### src/rtl/rom_access_arbiter_pkg.sv
// Shared definitions for the ROM access arbiter.
//   owner_e    : which requester owns an in-flight read (IF = 0, LSU = 1)
//   inflight_t : one latency-pipeline slot {valid, owner, err}
//   addr_fault : misalignment / ROM-window check on a byte address
//   rom_word_index : byte address -> ROM word index relative to the window base
package rom_arb_pkg;

    typedef enum logic {
        OWNER_IF = 1'b0,
        OWNER_LS = 1'b1
    } owner_e;

    typedef struct packed {
        logic   valid;
        owner_e owner;
        logic   err;
    } inflight_t;

    // Addresses are widened to 64 bits so one function serves any ADDR_WIDTH
    // up to 64 and the window span (4 * 2^rom_aw) never overflows.
    function automatic logic addr_fault(input logic [63:0] addr,
                                        input logic [63:0] base,
                                        input int unsigned rom_aw);
        logic [63:0] off;
        logic [63:0] span;
        off  = addr - base;
        span = 64'd4 << rom_aw;
        return (addr[1:0] != 2'b00) || (addr < base) || (off >= span);
    endfunction

    function automatic logic [63:0] rom_word_index(input logic [63:0] addr,
                                                   input logic [63:0] base);
        return (addr - base) >> 2;
    endfunction

endpackage

### src/rtl/rom_access_arbiter_if.sv
// Bus bundle between the core-side requesters / ROM and the arbiter.
//   IF port  : if_req_valid/addr/ready, if_flush, if_resp_valid/data/err
//   LSU port : ls_req_valid/addr/ready, ls_resp_valid/data/err
//   ROM port : rom_en, rom_addr, rom_rdata
// slave  : the arbiter's view; master : the core + ROM view.
interface rom_access_arbiter_if #(
    parameter int unsigned ADDR_WIDTH = 32,
    parameter int unsigned DATA_WIDTH = 32,
    parameter int unsigned ROM_AW     = 10
);
    logic                  if_req_valid;
    logic [ADDR_WIDTH-1:0] if_req_addr;
    logic                  if_req_ready;
    logic                  if_flush;
    logic                  if_resp_valid;
    logic [DATA_WIDTH-1:0] if_resp_data;
    logic                  if_resp_err;

    logic                  ls_req_valid;
    logic [ADDR_WIDTH-1:0] ls_req_addr;
    logic                  ls_req_ready;
    logic                  ls_resp_valid;
    logic [DATA_WIDTH-1:0] ls_resp_data;
    logic                  ls_resp_err;

    logic                  rom_en;
    logic [ROM_AW-1:0]     rom_addr;
    logic [DATA_WIDTH-1:0] rom_rdata;

    modport slave (
        input  if_req_valid, if_req_addr, if_flush,
        output if_req_ready, if_resp_valid, if_resp_data, if_resp_err,
        input  ls_req_valid, ls_req_addr,
        output ls_req_ready, ls_resp_valid, ls_resp_data, ls_resp_err,
        output rom_en, rom_addr,
        input  rom_rdata
    );

    modport master (
        output if_req_valid, if_req_addr, if_flush,
        input  if_req_ready, if_resp_valid, if_resp_data, if_resp_err,
        output ls_req_valid, ls_req_addr,
        input  ls_req_ready, ls_resp_valid, ls_resp_data, ls_resp_err,
        input  rom_en, rom_addr,
        output rom_rdata
    );

endinterface

### src/rtl/rom_access_arbiter_inflight_pipe.sv
// Fixed-latency tracker for ROM reads in flight.
//   clk_i, rst_ni : clock, asynchronous active-low reset
//   push_i        : entry for the read issued this cycle (valid=0 if none)
//   kill_i        : per-owner kill mask, bit index = owner encoding
//   head_o        : entry whose response is due this cycle (kill applied)
// Shifts every cycle; a kill clears matching entries both at the head
// (same-cycle suppression) and as they move down the pipe.
module rom_inflight_pipe
    import rom_arb_pkg::*;
#(
    parameter int unsigned DEPTH = 1
) (
    input  logic      clk_i,
    input  logic      rst_ni,
    input  inflight_t push_i,
    input  logic [1:0] kill_i,
    output inflight_t head_o
);

    inflight_t stage_q [DEPTH];
    inflight_t stage_d [DEPTH];

    function automatic inflight_t apply_kill(input inflight_t e, input logic [1:0] kill);
        inflight_t r;
        r = e;
        if ((e.owner == OWNER_IF && kill[0]) || (e.owner == OWNER_LS && kill[1])) begin
            r.valid = 1'b0;
        end
        return r;
    endfunction

    always_comb begin
        stage_d[0] = push_i;
        for (int unsigned i = 1; i < DEPTH; i++) begin
            stage_d[i] = apply_kill(stage_q[i-1], kill_i);
        end
    end

    always_ff @(posedge clk_i or negedge rst_ni) begin
        if (!rst_ni) begin
            for (int unsigned i = 0; i < DEPTH; i++) begin
                stage_q[i] <= '0;
            end
        end else begin
            for (int unsigned i = 0; i < DEPTH; i++) begin
                stage_q[i] <= stage_d[i];
            end
        end
    end

    assign head_o = apply_kill(stage_q[DEPTH-1], kill_i);

endmodule

### src/rtl/rom_access_arbiter.sv
// Round-robin arbiter sharing one synchronous ROM between instruction fetch
// (IF) and the load unit (LSU).
//   clk   : system clock, rising edge
//   reset : asynchronous, active-low reset
//   bus   : requester handshakes, IF flush, responses and ROM port
// One read per cycle; faulting requests (misaligned / outside the ROM window)
// never reach the ROM but still take a pipeline slot so responses stay in
// order with a fixed READ_LATENCY.
module rom_access_arbiter
    import rom_arb_pkg::*;
#(
    parameter int unsigned           ADDR_WIDTH   = 32,
    parameter int unsigned           DATA_WIDTH   = 32,
    parameter int unsigned           ROM_AW       = 10,
    parameter logic [ADDR_WIDTH-1:0] ROM_BASE     = '0,
    parameter int unsigned           READ_LATENCY = 1
) (
    input logic                 clk,
    input logic                 reset,
    rom_access_arbiter_if.slave bus
);

    owner_e                rr_q;
    owner_e                rr_d;
    logic                  if_elig;
    logic                  ls_elig;
    logic                  grant_if;
    logic                  grant_ls;
    logic                  grant_any;
    logic                  fault;
    logic [ADDR_WIDTH-1:0] gnt_addr;
    inflight_t             push;
    inflight_t             head;

    // Eligibility is gated by reset so ready/rom_en read 0 while reset is held.
    always_comb begin
        if_elig   = reset && bus.if_req_valid && !bus.if_flush;
        ls_elig   = reset && bus.ls_req_valid;
        grant_if  = if_elig && (!ls_elig || rr_q == OWNER_IF);
        grant_ls  = ls_elig && !grant_if;
        grant_any = grant_if || grant_ls;

        gnt_addr  = grant_ls ? bus.ls_req_addr : bus.if_req_addr;
        fault     = addr_fault(64'(gnt_addr), 64'(ROM_BASE), ROM_AW);

        rr_d = rr_q;
        if (grant_if) begin
            rr_d = OWNER_LS;
        end else if (grant_ls) begin
            rr_d = OWNER_IF;
        end

        push       = '0;
        push.valid = grant_any;
        push.owner = grant_ls ? OWNER_LS : OWNER_IF;
        push.err   = fault;
    end

    always_ff @(posedge clk or negedge reset) begin
        if (!reset) begin
            rr_q <= OWNER_IF;
        end else begin
            rr_q <= rr_d;
        end
    end

    rom_inflight_pipe #(
        .DEPTH (READ_LATENCY)
    ) u_pipe (
        .clk_i  (clk),
        .rst_ni (reset),
        .push_i (push),
        .kill_i ({1'b0, bus.if_flush}),
        .head_o (head)
    );

    assign bus.if_req_ready = grant_if;
    assign bus.ls_req_ready = grant_ls;

    // The ROM only ever sees addresses that passed the window check.
    assign bus.rom_en   = grant_any && !fault;
    assign bus.rom_addr = (grant_any && !fault)
                          ? ROM_AW'(rom_word_index(64'(gnt_addr), 64'(ROM_BASE)))
                          : '0;

    assign bus.if_resp_valid = head.valid && head.owner == OWNER_IF;
    assign bus.if_resp_err   = bus.if_resp_valid && head.err;
    assign bus.if_resp_data  = (bus.if_resp_valid && !head.err) ? bus.rom_rdata : '0;

    assign bus.ls_resp_valid = head.valid && head.owner == OWNER_LS;
    assign bus.ls_resp_err   = bus.ls_resp_valid && head.err;
    assign bus.ls_resp_data  = (bus.ls_resp_valid && !head.err) ? bus.rom_rdata : '0;

endmodule

### src/flat_wrapper.sv
// flat-port wrapper written by rule: the top's interface ports become plain ports
module rom_access_arbiter_flat import rom_arb_pkg::*;
#(
    parameter int unsigned           ADDR_WIDTH   = 32,
    parameter int unsigned           DATA_WIDTH   = 32,
    parameter int unsigned           ROM_AW       = 10,
    parameter logic [ADDR_WIDTH-1:0] ROM_BASE     = '0,
    parameter int unsigned           READ_LATENCY = 1
)
  (clk, reset, bus_if_req_valid, bus_if_req_addr, bus_if_flush, bus_if_req_ready, bus_if_resp_valid, bus_if_resp_data, bus_if_resp_err, bus_ls_req_valid, bus_ls_req_addr, bus_ls_req_ready, bus_ls_resp_valid, bus_ls_resp_data, bus_ls_resp_err, bus_rom_en, bus_rom_addr, bus_rom_rdata);
  rom_access_arbiter_if #(.ADDR_WIDTH(ADDR_WIDTH), .DATA_WIDTH(DATA_WIDTH), .ROM_AW(ROM_AW)) bus_i ();
  input logic clk;
  input logic reset;
  input wire logic [$bits(bus_i.if_req_valid)-1:0] bus_if_req_valid;
  input wire logic [$bits(bus_i.if_req_addr)-1:0] bus_if_req_addr;
  input wire logic [$bits(bus_i.if_flush)-1:0] bus_if_flush;
  output wire logic [$bits(bus_i.if_req_ready)-1:0] bus_if_req_ready;
  output wire logic [$bits(bus_i.if_resp_valid)-1:0] bus_if_resp_valid;
  output wire logic [$bits(bus_i.if_resp_data)-1:0] bus_if_resp_data;
  output wire logic [$bits(bus_i.if_resp_err)-1:0] bus_if_resp_err;
  input wire logic [$bits(bus_i.ls_req_valid)-1:0] bus_ls_req_valid;
  input wire logic [$bits(bus_i.ls_req_addr)-1:0] bus_ls_req_addr;
  output wire logic [$bits(bus_i.ls_req_ready)-1:0] bus_ls_req_ready;
  output wire logic [$bits(bus_i.ls_resp_valid)-1:0] bus_ls_resp_valid;
  output wire logic [$bits(bus_i.ls_resp_data)-1:0] bus_ls_resp_data;
  output wire logic [$bits(bus_i.ls_resp_err)-1:0] bus_ls_resp_err;
  output wire logic [$bits(bus_i.rom_en)-1:0] bus_rom_en;
  output wire logic [$bits(bus_i.rom_addr)-1:0] bus_rom_addr;
  input wire logic [$bits(bus_i.rom_rdata)-1:0] bus_rom_rdata;
  assign bus_i.if_req_valid = bus_if_req_valid;
  assign bus_i.if_req_addr = bus_if_req_addr;
  assign bus_i.if_flush = bus_if_flush;
  assign bus_if_req_ready = bus_i.if_req_ready;
  assign bus_if_resp_valid = bus_i.if_resp_valid;
  assign bus_if_resp_data = bus_i.if_resp_data;
  assign bus_if_resp_err = bus_i.if_resp_err;
  assign bus_i.ls_req_valid = bus_ls_req_valid;
  assign bus_i.ls_req_addr = bus_ls_req_addr;
  assign bus_ls_req_ready = bus_i.ls_req_ready;
  assign bus_ls_resp_valid = bus_i.ls_resp_valid;
  assign bus_ls_resp_data = bus_i.ls_resp_data;
  assign bus_ls_resp_err = bus_i.ls_resp_err;
  assign bus_rom_en = bus_i.rom_en;
  assign bus_rom_addr = bus_i.rom_addr;
  assign bus_i.rom_rdata = bus_rom_rdata;
  rom_access_arbiter #(.ADDR_WIDTH(ADDR_WIDTH), .DATA_WIDTH(DATA_WIDTH), .ROM_AW(ROM_AW), .ROM_BASE(ROM_BASE), .READ_LATENCY(READ_LATENCY)) u_core (.clk(clk), .reset(reset), .bus(bus_i));
endmodule
### config.mk
export PLATFORM = sky130hd
export DESIGN_NAME = rom_access_arbiter_flat
export DESIGN_NICKNAME = d
export VERILOG_FILES = /design/src/rtl/rom_access_arbiter_pkg.sv /design/src/rtl/rom_access_arbiter_if.sv /design/src/rtl/rom_access_arbiter_inflight_pipe.sv /design/src/rtl/rom_access_arbiter.sv /design/src/flat_wrapper.sv
export SDC_FILE = /design/constraint.sdc
export NUM_CORES = 1
export LEC_CHECK = 0
export BUFFER_PORTS_ARGS = -buffer_cell sky130_fd_sc_hd__buf_2
export CAP_MARGIN = 5
export CELL_PAD_IN_SITES_DETAIL_PLACEMENT = 0
export CELL_PAD_IN_SITES_GLOBAL_PLACEMENT = 1
export CORE_AREA = 2 2 84 86
export CTS_CLUSTER_SIZE = 25
export DETAILED_ROUTE_END_ITERATION = 8
export DIE_AREA = 0 0 86 88
export GPL_TIMING_DRIVEN = 0
export HOLD_SLACK_MARGIN = 0.02
export PLACE_DENSITY_LB_ADDON = 0.1
export SLEW_MARGIN = 30
export SYNTH_ARGS = -nofsm -noshare
export SYNTH_HDL_FRONTEND = slang
export SYNTH_SLANG_ARGS = --single-unit
export TNS_END_PERCENT = 10
### constraint.sdc
create_clock -name clk -period 3.5 [get_ports clk]
set_input_delay 0.525 -clock clk [delete_from_list [all_inputs] [get_ports clk]]
set_output_delay 0.525 -clock clk [all_outputs]
set_load 0.02 [all_outputs]
==> summary.md <==
| Metric | Value |
|---|---|
| Status | `finished, final reports clean` |
| Resized Gates After CTS | `0` |
| Hold_buf cts | `0` |
| Setup Buffers After CTS | `0` |
| FF-to-FF path depth | `4` |
| Setup_tns | `0 ps` |
| Crit path kind | `in -> out` |
| Fmax | `0.4208 GHz` |
| Top post-synthesis cells by area | `and2_1 (43%), a32o_1 (10%), dfrtp_1 (10%)` |
| # rows | `30` |
| Final WL | `4468 microns` |
| Final Power | `0.2420 mW` |
| Synth top area share | `42.86%` |
| Total GRT Usage | `10.19%` |
| Count of pins over their slew limit | `0` |
| Clk buf depth | `2` |
| CP endpoint kind | `output pin` |
| First-pass DRT Iterations | `4` |
| I/O pins | `182` |
| Max_slew headroom | `75.24%` |
| Vias in the first global route | `1356` |
| Max-cap violation count | `0` |
| Core area | `0.006644 sq mm` |
| Insertion delay to the later sink of the worst-skew pair | `220 ps` |
| Final min period | `2376 ps` |
| Die area | `0.007568 sq mm` |
| GRT overflow | `0` |
| CP arrival | `1850 ps` |
| Clk slew on worst S/H paths | `30 ps` |
| Die W | `86 microns` |
| Critical path cell sequence | `buf_2, nor4_1, clkbuf_1, and3_1, a32o_1, buf_2` |
| Worst setup SP type | `primary input` |
| PortBufs | `181` |
| Stages on the worst setup path | `6` |
| Post-Syn Area | `963.4 sq um` |
| Hold Slack | `140.2 ps` |
| Yosys warnings | `0` |
| Crit-path leading delay family | `buffers and inverters` |
| Critical path's largest stage delay | `350 ps` |
| Placed Instances | `394` |
| Fin nets | `420` |
| Initial antenna violation count | `0` |
| Largest area contributor in the netlist | `and2_1` |
| Via density | `4.181` |
| HP Class | `in -> async` |
| Non-Filler Instances | `397` |
| DRC | `0` |
| Fin Clk Skew | `2.426 ps` |
| Dpl cell area | `0.001969 sq mm` |
| First-pass GRT wire length | `6251 microns` |
| Syn_nets | `234` |
| Final hold vios | `0` |
| # diodes | `0` |
| Leakage Power | `1.287 nW` |
| Average wire per standard cell | `11.25 microns` |
| Vias | `1660` |
| Clock root cell | `clkbuf_8` |
| Sink Count | `4` |
| Buf+Inv Stages, Crit Path | `3` |
| Pwr/cell area | `120.4 mW/mm^2` |
| CTS Buf Count | `3` |
| CTS tree | `yes` |
| Post-Synthesis Cells | `133` |
| Iteration-0 DRC Markers | `22` |
| Synthesized area per cell | `7.244 sq um` |
| RSZ-0062 raised after global routing | `no` |
| Seq cells post-synth | `4` |
| Largest net degree at the start of global routing | `11` |
| Area delta synth->final | `108.7%` |
| Tcrit/Tclk final | `67.89%` |
| H-tree Lvls | `1` |
| Post-DP HPWL | `3999 microns` |
| Initial Util | `14.50%` |
| Critical Path RT | `2970 ps` |
| Netlist cell types | `21` |
| VDD IR max | `0.07962 mV` |
| Filler cell count | `769` |
| Die Height | `88 microns` |
| Final setup fails | `0` |
| Crit-path most repeated cell | `buf_2` |
| Placer Congestion | `0.6909` |
| Share of cells above drive strength 1 | `62.15%` |
| Routed Antenna Nets | `0` |
| Cell area after layout | `0.002011 sq mm` |
| Worst Path Max Fanout | `10` |
| Register area share after synthesis | `10.39%` |
| Slew at the pin closest to its max-slew limit | `371.4 ps` |
| Slowest CP cell | `clkbuf_1` |
## flip-flops by register name, indices dropped and copies added, names as in the netlist
| register | count |
|---|---|
| u_core.u_pipe.stage_q | 1 |
| u_core.u_pipe.head_o | 2 |
| u_core.rr_q | 1 |
## placed cells by master (no fill, tap or decap), types with 2 or more instances in the layout
master	count
nor2_1	3
clkbuf_1	5
clkbuf_8	3
inv_1	2
and2_1	66
nor4_2	4
a32o_1	10
a21oi_1	2
nor2b_1	3
and3_1	11
nor4_1	6
nand2_1	2
buf_2	186
dfrtp_1	4
o21a_1	2
and4_1	2
## worst reg2reg max path: cells and delay by family (launching register included)
kind	cells	cell delay [ps]
DFF	1	400
AOI/OAI and AO/OA	1	340
and+or+nand+nor	2	220
buffers and inverters	1	160
## cells by family (layout without fill, tap and decap cells)
| family | count (synthesis) | count (layout) | share of synthesized area [%] |
|---|---|---|---|
| buffers and inverters | 13 | 197 | 6.494 |
| flip-flops | 4 | 4 | 10.39 |
| AO/OA/AOI/OAI | 16 | 16 | 15.33 |
| AND/OR/NAND/NOR | 100 | 100 | 67.79 |
## cell type report
class / instances / area (sq um) / area share (%)
repair buffers: 181 / 905.9 / 45.05
multi-input cells: 116 / 800.8 / 39.83
flip-flops and latches: 4 / 100.1 / 4.978
well taps: 80 / 100.1 / 4.978
plain buffers: 11 / 55.05 / 2.738
clock buffers: 3 / 41.29 / 2.054
inverters: 2 / 7.507 / 0.3734
## synthesized netlist by cell type, drive strengths merged
library cell   n
a21oi          2
a31oi          1
a32o          10
and2          66
and3          11
and4           2
buf            6
clkbuf         5
dfrtp          4
inv            2
nand2          2
nand4          1
nor2           3
nor2b          3
nor3           1
nor3b          1
nor4          10
o21a           2
o311ai         1
## stage by stage
step                      setup slack [ps]  util [%]
final                                 1124     30.26
after floorplan                       1395         -
after global placement                1077     29.64
after CTS                             1116     30.26
after detailed placement              1120     29.64
after global routing                 978.5     30.26
## report_power, final
part | leakage [nW] | total, mW | switching, mW | internal [mW]
Sequential | 0.0461 | 0.0568 | 0.00522 | 0.0516
Combinational | 1.22 | 0.0876 | 0.0373 | 0.0503
Clock | 0.0216 | 0.0977 | 0.0243 | 0.0733
## per-layer routing
metal	track usage, %	vias to the layer above	wire length [microns]	part of all wire (%)
met5	0	-	0	0
met4	3.030	0	31	0.69
met3	2.451	4	633	14
met2	19.73	121	2264	51
met1	10.86	696	1538	34
li1	-	839	-	-
## path summary, 6_finish.rpt
check	start	endpoint	slack, ps
max	bus_if_req_addr[26]	bus_rom_addr[0]	1120
min	reset	u_core.rr_q$_DFFE_PN0P_	140
max reg2reg	u_core.rr_q$_DFFE_PN0P_	u_core.u_pipe.head_o[0]$_DFF_PN0_	2300
min reg2reg	u_core.rr_q$_DFFE_PN0P_	u_core.rr_q$_DFFE_PN0P_	540
max in group asynchronous	reset	u_core.u_pipe.head_o[0]$_DFF_PN0_	3190
min in group clk	u_core.rr_q$_DFFE_PN0P_	u_core.rr_q$_DFFE_PN0P_	540
(Power assumes the default switching activity.)
